===== config.mk =====
export PLATFORM = sky130hd
export DESIGN_NAME = key_bounce_gen
export DESIGN_NICKNAME = d
export VERILOG_FILES = /design/src/rtl/key_bounce_gen.sv
export SDC_FILE = /design/constraint.sdc
export NUM_CORES = 1
export LEC_CHECK = 0
export ABC_AREA = 0
export CORE_AREA = 2 2 68 70
export DETAILED_ROUTE_END_ITERATION = 6
export DIE_AREA = 0 0 70 72
export GPL_TIMING_DRIVEN = 0
export SYNTH_ARGS = -nofsm -noshare
export SYNTH_HDL_FRONTEND = slang
export SYNTH_SLANG_ARGS = --single-unit

===== constraint.sdc =====
create_clock -name clk_i -period 2.2 [get_ports clk_i]
set_input_delay 0.44 -clock clk_i [delete_from_list [all_inputs] [get_ports clk_i]]
set_output_delay 0.44 -clock clk_i [all_outputs]
set_load 0.02 [all_outputs]

===== src/rtl/key_bounce_gen.sv =====
// key_bounce_gen: emulates a mechanical push-button.
// Each accepted press request produces one full press cycle on key_o:
// an optional LFSR-noise contact bounce, a stable hold, a release bounce,
// and then a stable released gap before the next request can be taken.
module key_bounce_gen #(
  parameter int          CLK_FREQ_MHZ   = 150,
  parameter int          GLITCH_TIME_NS = 100,
  parameter int          HOLD_TIME_NS   = 1000,
  parameter logic [15:0] LFSR_SEED      = 16'hACE1,
  parameter int          PRESS_CNT_W    = 8
) (
  input  logic                   clk_i,
  input  logic                   srst_i,
  input  logic                   press_stb_i,
  input  logic                   bounce_en_i,
  output logic                   key_o,
  output logic                   ready_o,
  output logic                   done_stb_o,
  output logic [PRESS_CNT_W-1:0] press_cnt_o
);

  // Phase lengths in clock cycles. BOUNCE_CYCLES must be at least 1 and
  // HOLD_CYCLES must exceed BOUNCE_CYCLES+2 so a debouncer sees one press.
  localparam int BOUNCE_CYCLES = GLITCH_TIME_NS * CLK_FREQ_MHZ / 1000;
  localparam int HOLD_CYCLES   = HOLD_TIME_NS * CLK_FREQ_MHZ / 1000;
  localparam int MAX_CYCLES    = (BOUNCE_CYCLES > HOLD_CYCLES) ? BOUNCE_CYCLES : HOLD_CYCLES;
  localparam int CNT_W         = $clog2(MAX_CYCLES + 1);

  localparam logic [CNT_W-1:0] BOUNCE_LOAD = CNT_W'(BOUNCE_CYCLES);
  localparam logic [CNT_W-1:0] HOLD_LOAD   = CNT_W'(HOLD_CYCLES);
  localparam logic [CNT_W-1:0] CNT_ONE     = CNT_W'(1);
  localparam logic [CNT_W-1:0] CNT_TWO     = CNT_W'(2);

  // A one-cycle bounce window has no room for noise: its only cycle is
  // also its last one, which is forced to the settled level.
  localparam bit BOUNCE_HAS_NOISE = (BOUNCE_CYCLES > 1);

  typedef enum logic [2:0] {
    S_IDLE,
    S_PRESS_BOUNCE,
    S_HOLD,
    S_RELEASE_BOUNCE,
    S_GAP
  } state_t;

  state_t                 state_q;
  logic [CNT_W-1:0]       cnt_q;
  logic [15:0]            lfsr_q;
  logic [15:0]            lfsr_d;
  logic                   bounce_en_q;
  logic                   key_q;
  logic                   ready_q;
  logic                   done_stb_q;
  logic [PRESS_CNT_W-1:0] press_cnt_q;

  // Fibonacci LFSR for x^16+x^14+x^13+x^11+1, shifting toward bit 0.
  always_comb begin
    lfsr_d = {lfsr_q[0] ^ lfsr_q[2] ^ lfsr_q[3] ^ lfsr_q[5], lfsr_q[15:1]};
  end

  // Press-cycle FSM; the counter is loaded on each state entry and the
  // state advances when it reads 1. key_o for the upcoming cycle is decided
  // here from the pre-shift LFSR bit, so every output is a flop.
  always_ff @(posedge clk_i) begin
    if (srst_i) begin
      state_q     <= S_IDLE;
      cnt_q       <= '0;
      lfsr_q      <= LFSR_SEED;
      bounce_en_q <= 1'b0;
      key_q       <= 1'b0;
      ready_q     <= 1'b1;
      done_stb_q  <= 1'b0;
      press_cnt_q <= '0;
    end else begin
      lfsr_q     <= lfsr_d;
      done_stb_q <= 1'b0;
      case (state_q)
        S_IDLE: begin
          key_q <= 1'b0;
          if (press_stb_i) begin
            bounce_en_q <= bounce_en_i;
            state_q     <= S_PRESS_BOUNCE;
            cnt_q       <= BOUNCE_LOAD;
            ready_q     <= 1'b0;
            key_q       <= (bounce_en_i && BOUNCE_HAS_NOISE) ? lfsr_q[0] : 1'b1;
          end
        end
        S_PRESS_BOUNCE: begin
          if (cnt_q == CNT_ONE) begin
            state_q <= S_HOLD;
            cnt_q   <= HOLD_LOAD;
            key_q   <= 1'b1;
          end else begin
            cnt_q <= cnt_q - CNT_ONE;
            // The cycle entered with count 1 is the last bounce cycle: settle high.
            key_q <= (bounce_en_q && (cnt_q != CNT_TWO)) ? lfsr_q[0] : 1'b1;
          end
        end
        S_HOLD: begin
          if (cnt_q == CNT_ONE) begin
            state_q <= S_RELEASE_BOUNCE;
            cnt_q   <= BOUNCE_LOAD;
            key_q   <= (bounce_en_q && BOUNCE_HAS_NOISE) ? lfsr_q[0] : 1'b0;
          end else begin
            cnt_q <= cnt_q - CNT_ONE;
            key_q <= 1'b1;
          end
        end
        S_RELEASE_BOUNCE: begin
          if (cnt_q == CNT_ONE) begin
            state_q <= S_GAP;
            cnt_q   <= HOLD_LOAD;
            key_q   <= 1'b0;
          end else begin
            cnt_q <= cnt_q - CNT_ONE;
            // Last release-bounce cycle settles low.
            key_q <= (bounce_en_q && (cnt_q != CNT_TWO)) ? lfsr_q[0] : 1'b0;
          end
        end
        S_GAP: begin
          key_q <= 1'b0;
          if (cnt_q == CNT_ONE) begin
            state_q     <= S_IDLE;
            cnt_q       <= '0;
            ready_q     <= 1'b1;
            done_stb_q  <= 1'b1;
            press_cnt_q <= press_cnt_q + PRESS_CNT_W'(1);
          end else begin
            cnt_q <= cnt_q - CNT_ONE;
          end
        end
        default: begin
          state_q <= S_IDLE;
          cnt_q   <= '0;
          key_q   <= 1'b0;
          ready_q <= 1'b1;
        end
      endcase
    end
  end

  assign key_o       = key_q;
  assign ready_o     = ready_q;
  assign done_stb_o  = done_stb_q;
  assign press_cnt_o = press_cnt_q;

endmodule

After elaboration in Yosys (flattened, before gate mapping)

Index checks and enable logic that the tools add are counted.

Bits in registers: 39
Bits of input ports: 4
Output and inout port bits: 11
Word-level logic and storage cells: 59

Add/sub/neg operators: 2
Eq/ne operators: 11
Muxes and demuxes: 24
Bitwise operators: 5
Reduce and logical (&&, ||, !) cells: 9

Operators by type and width:

| cell                                                                | number |
|---|---|
| 8-bit two-way mux                                                   | 4 |
| 8-bit case mux with 4 select lines                                  | 1 |
| 3-bit two-way mux                                                   | 5 |
| 3-bit case mux with 5 select lines                                  | 1 |
| 1-bit two-way mux                                                   | 11 |
| 2-bit != test (second input constant)                               | 5 |
| 8-bit by 1-bit adder with 8-bit output (second input constant)      | 1 |
| 8-bit by 1-bit == test with 1-bit output (second input constant)    | 1 |
| 8-bit by 2-bit != test with 1-bit output (second input constant)    | 1 |
| 8-bit by 1-bit subtractor with 8-bit output (second input constant) | 1 |
| 3-bit by 2-bit == test with 1-bit output (second input constant)    | 2 |
| 5-bit AND reduction                                                 | 1 |
| 1-bit case mux with 4 select lines                                  | 1 |
| 2-bit AND reduction                                                 | 2 |
| 2-bit OR reduction                                                  | 2 |
| 3-bit by 1-bit == test with 1-bit output (second input constant)    | 1 |
| 3-bit == test (second input constant)                               | 1 |
| 3-bit logical NOT                                                   | 1 |
| 1-bit case mux with 3 select lines                                  | 1 |
| 3-bit AND reduction                                                 | 1 |
| 3-bit OR reduction                                                  | 1 |
| 1-bit bitwise XOR                                                   | 3 |
| 1-bit NOT                                                           | 2 |
| 1-bit logical AND                                                   | 1 |

Depth between registers and ports, before layout

Depth after elaboration: 5
Mapped depth: 7
Mapped depth without buffers: 7

Worst setup path before layout

Ideal clock, no wire load.

Kind: reg-to-reg
From: reg cnt_q[3]
To: reg cnt_q[1]
Library setup time: 117 ps
Arrival: 1474 ps
Path slack: 609 ps
Cell stages (with the launch flop): 6
Clock period less this slack: 1591 ps
Path through: dfxtp_1 -> nor4_4 -> nand3_1 -> a21boi_1 -> o22ai_1 -> a22o_1

Word-level cells in the longest chain between the ends: 3
Elaborated cells between the ends (all ways): 5
Classes of those cells: eq/ne (1); mux (4)

Ends and longest elaborated chain:

| what                                         | line | source |
|---|---|---|
| start: declaration                           | 47   | `logic [CNT_W-1:0] cnt_q;` |
| start signal: assignment                     | 94   | `cnt_q <= cnt_q - CNT_ONE;` |
| start signal: assignment                     | 105  | `cnt_q <= cnt_q - CNT_ONE;` |
| start signal: assignment                     | 115  | `cnt_q <= cnt_q - CNT_ONE;` |
| 8-bit by 1-bit == test with 1-bit output (*) | n/a  |  |
| 8-bit two-way mux (on tied branches)         | n/a  |  |
| 8-bit case mux with 4 select lines (*)       | 77   | `case (state_q)` |

Every way passes the cells marked *; elsewhere a longest branch is shown, timed or not.
A chain may end at the register's enable or synchronous reset.

Worst setup path in the final report

Ends and elaborated chain as after synthesis.

==> metrics.md <==
| Metric | Value |
|---|---|
| Status | `finished clean` |
| Power density cells | `between 700 and 800 nW/um^2` |
| GRT Total Usage | `0.143` |
| Met3 WL | `103 um` |
| WP data required | `roughly 2.4 ns` |
| Setup violations, final | `0` |
| Hpwl dp | `roughly 2300 um` |
| EDFF count, synth | `0` |
| Share of cells above drive strength 1 | `0.105` |
| Met1 wire length | `1650 um` |
| Clk slew on worst S/H paths | `~0.080 ns` |
| Largest net degree at the start of global routing | `15` |
| Net Switching | `442 uW` |
| Comb pwr share | `0.160` |
| Routed vias/inst | `5.03` |
| Mapped Cells | `around 190` |
| Clock sinks | `39` |
| Pleak | `between 0.0007 and 0.0008 uW` |
| Initial antenna violation count | `0` |
| Core area | `approximately 4300 sq um` |
| CTS tree | `built` |
| Top Layer Used | `met4` |
| Global-route wire length before repair | `5700 um` |
| I/O Buffers | `13` |
| Post-synthesis async set-or-reset flop share | `0` |
| Relative slew slack | `0.493` |
| Crit-path max FO | `8` |
| Endpoint type of the worst setup path | `flip-flop` |
| DRC Markers | `0` |
| Clock network power share | `0.327` |
| DR WL/cell | `12.3 um` |
| Vias | `about 1300` |
| Pins Over Slew Limit | `0` |
| Post-cts gate resize count | `0` |
| Nets | `217` |
| Setup CP Type | `reg2reg` |
| Post-layout instance area | `1980 sq um` |
| Startpoint types | `flip-flop` |
| Peak VDD IR | `about 0.00056 V` |
| Distinct cells, synth | `40` |
| Post-CTS Hold Buffers | `0` |
| Period utilisation layout | `0.873` |
| Achievable Freq | `0.521 GHz` |
| CTS max path bufs | `2` |
| Ys flop type | `dfxtp_1` |
| Critical Path AT | `approximately 2.1 ns` |
| Non-filler cells, final | `around 260` |
| DP Cell Count | `between 200 and 300` |
| Worst slew pin tran | `between 0.7 and 0.8 ns` |
| Area growth, synth to finish | `17.0%` |
| Post-route minimum period | `just under 2 ns` |
| Synth Area per Inst | `8.96 sq um` |
| Switch share | `0.289` |
| Root Driver | `clkbuf_8` |
| H-Tree Depth | `2` |
| Antenna cells | `0` |
| Setup_tns | `0 ns` |
| Row count | `24` |
| Power Internal | `between 1000 and 1500 uW` |
| Post-route ant nets | `0` |
| Placed inst area | `about 1900 sq um` |
| Chip width | `about 70 um` |
| Post-Syn Nets | `197` |
| Syn. warnings | `0` |
| First-pass iteration count of the detailed router | `4` |
| Max_cap viols | `0` |
| Metal2 WL | `around 1400 um` |
| RSZ-0062 raised after global routing | `no` |
| Mapped cell area | `between 1500 and 2000 sq um` |
| Die Span Y | `just over 70 um` |
| Vias in the first global route | `between 1000 and 1500` |
| Io pins | `15` |
| Post-CTS Setup Inserts | `0` |
| Register area share after synthesis | `0.461` |
| Hold Violations, Final | `0` |
| Die Area | `5040 sq um` |
| Worst Skew | `roughly 0.0042 ns` |
| Clk_lat worst skew | `roughly 0.29 ns` |
| Reg power frac | `0.512` |
| Starting Density | `0.397` |
| GRT Residual Overflow | `0` |
| Total CTS buffers | `5` |
| Seq cells post-synth | `39` |
| RD Place Congestion | `a little under 0.8` |
| HP Class | `reg2reg` |
| DR iter-0 viols | `75` |
| WL final | `3230 um` |
-- cell type report --
type,instances,area (sq um)
Buffer,9,38.8
Clock buffer,5,68.8
Clock inverter,3,23.8
Fill cell,425,2280
Inverter,3,11.3
Multi-Input combinational cell,138,862
Sequential cell,39,781
Tap cell,52,65.1
Timing Repair Buffer,13,130
-- stage by stage --
step                      setup WS (ns)  hold slack (ns)   util  power (uW)
final                             0.280            0.412  0.464        1530
after global routing              0.127            0.420  0.464        1620
after floorplan                   0.609            0.389      -         984
after detailed placement          0.237            0.395  0.443        1050
after global placement            0.242            0.392  0.443        1040
after CTS                         0.301            0.415  0.464        1550
-- metal layers --
layer	GRT usage	up-vias
li1	-	697
met1	0.198	600
met2	0.214	18
met3	0.0417	4
met4	0.0513	0
met5	0	-
-- sequential cells by signal, indices dropped and copies added (netlist names) --
register,flops
press_cnt_o,8
ready_o,1
done_stb_o,1
key_o,1
bounce_en_q,1
lfsr_q,16
state_q,3
cnt_q,8
-- cell families (layout without fill, tap and decap cells) --
family / count (synthesis) / in the layout / share of synthesized area
muxes: 2 / 2 / 0.0118
adders and majority gates: 4 / 4 / 0.0296
xor gates and xnor gates: 11 / 11 / 0.0569
DFF: 39 / 39 / 0.461
buffers and inverters: 12 / 33 / 0.0296
and+or+nand+nor: 84 / 84 / 0.271
AOI/OAI and AO/OA: 37 / 37 / 0.140
-- placed cells by master (no fill, tap or decap), drive strengths merged, types with 7 or more instances in the layout --
master and count:
or2 8, nor3 7, nand2 14, o21ai 8, nor2 21, clkbuf 13, xor2 7, a21oi 11
clkdlybuf4s50 13, nor2b 11, dfxtp 39
-- worst paths after layout --
| kind | depth (start not counted) | end | slack, ns | from |
|---|---|---|---|---|
| worst max-delay path | 5 | cnt_q[1] | 0.28 | cnt_q[3] |
| worst min-delay path | 1 | lfsr_q[11] | 0.41 | lfsr_q[12] |
| worst max register to register | 5 | cnt_q[1] | 0.28 | cnt_q[3] |
| worst min register to register | 1 | lfsr_q[11] | 0.41 | lfsr_q[12] |
-- power by group through the flow --
stage	sequential [uW]	combinational, uW	clock [uW]
floorplan	797	187	0
global placement	800	245	0
detailed placement	800	245	0
CTS	784	246	522
global route	791	276	553
finish	783	245	501
-- cell usage after synthesis, types with 4 or more instances --
master	number	area, sq um
o21ai_0	8	40.0
xor2_1	7	61.3
xnor2_1	4	35.0
dfxtp_1	39	781
ha_1	4	50.1
a21oi_1	11	55.1
or2_2	8	50.1
nor2_1	21	78.8
nand3_1	4	20.0
clkbuf_1	7	26.3
nor2b_1	11	68.8
nand2_1	14	52.6
nor3_1	7	35.0
-- critical path: stages, from the launching register on --
cell      delay, ns
dfxtp_1        0.38
nor4_4         0.51
nand3_1        0.34
a21boi_1       0.27
o22ai_1        0.11
a22o_1         0.20
Power figures use the tool's default switching activity.
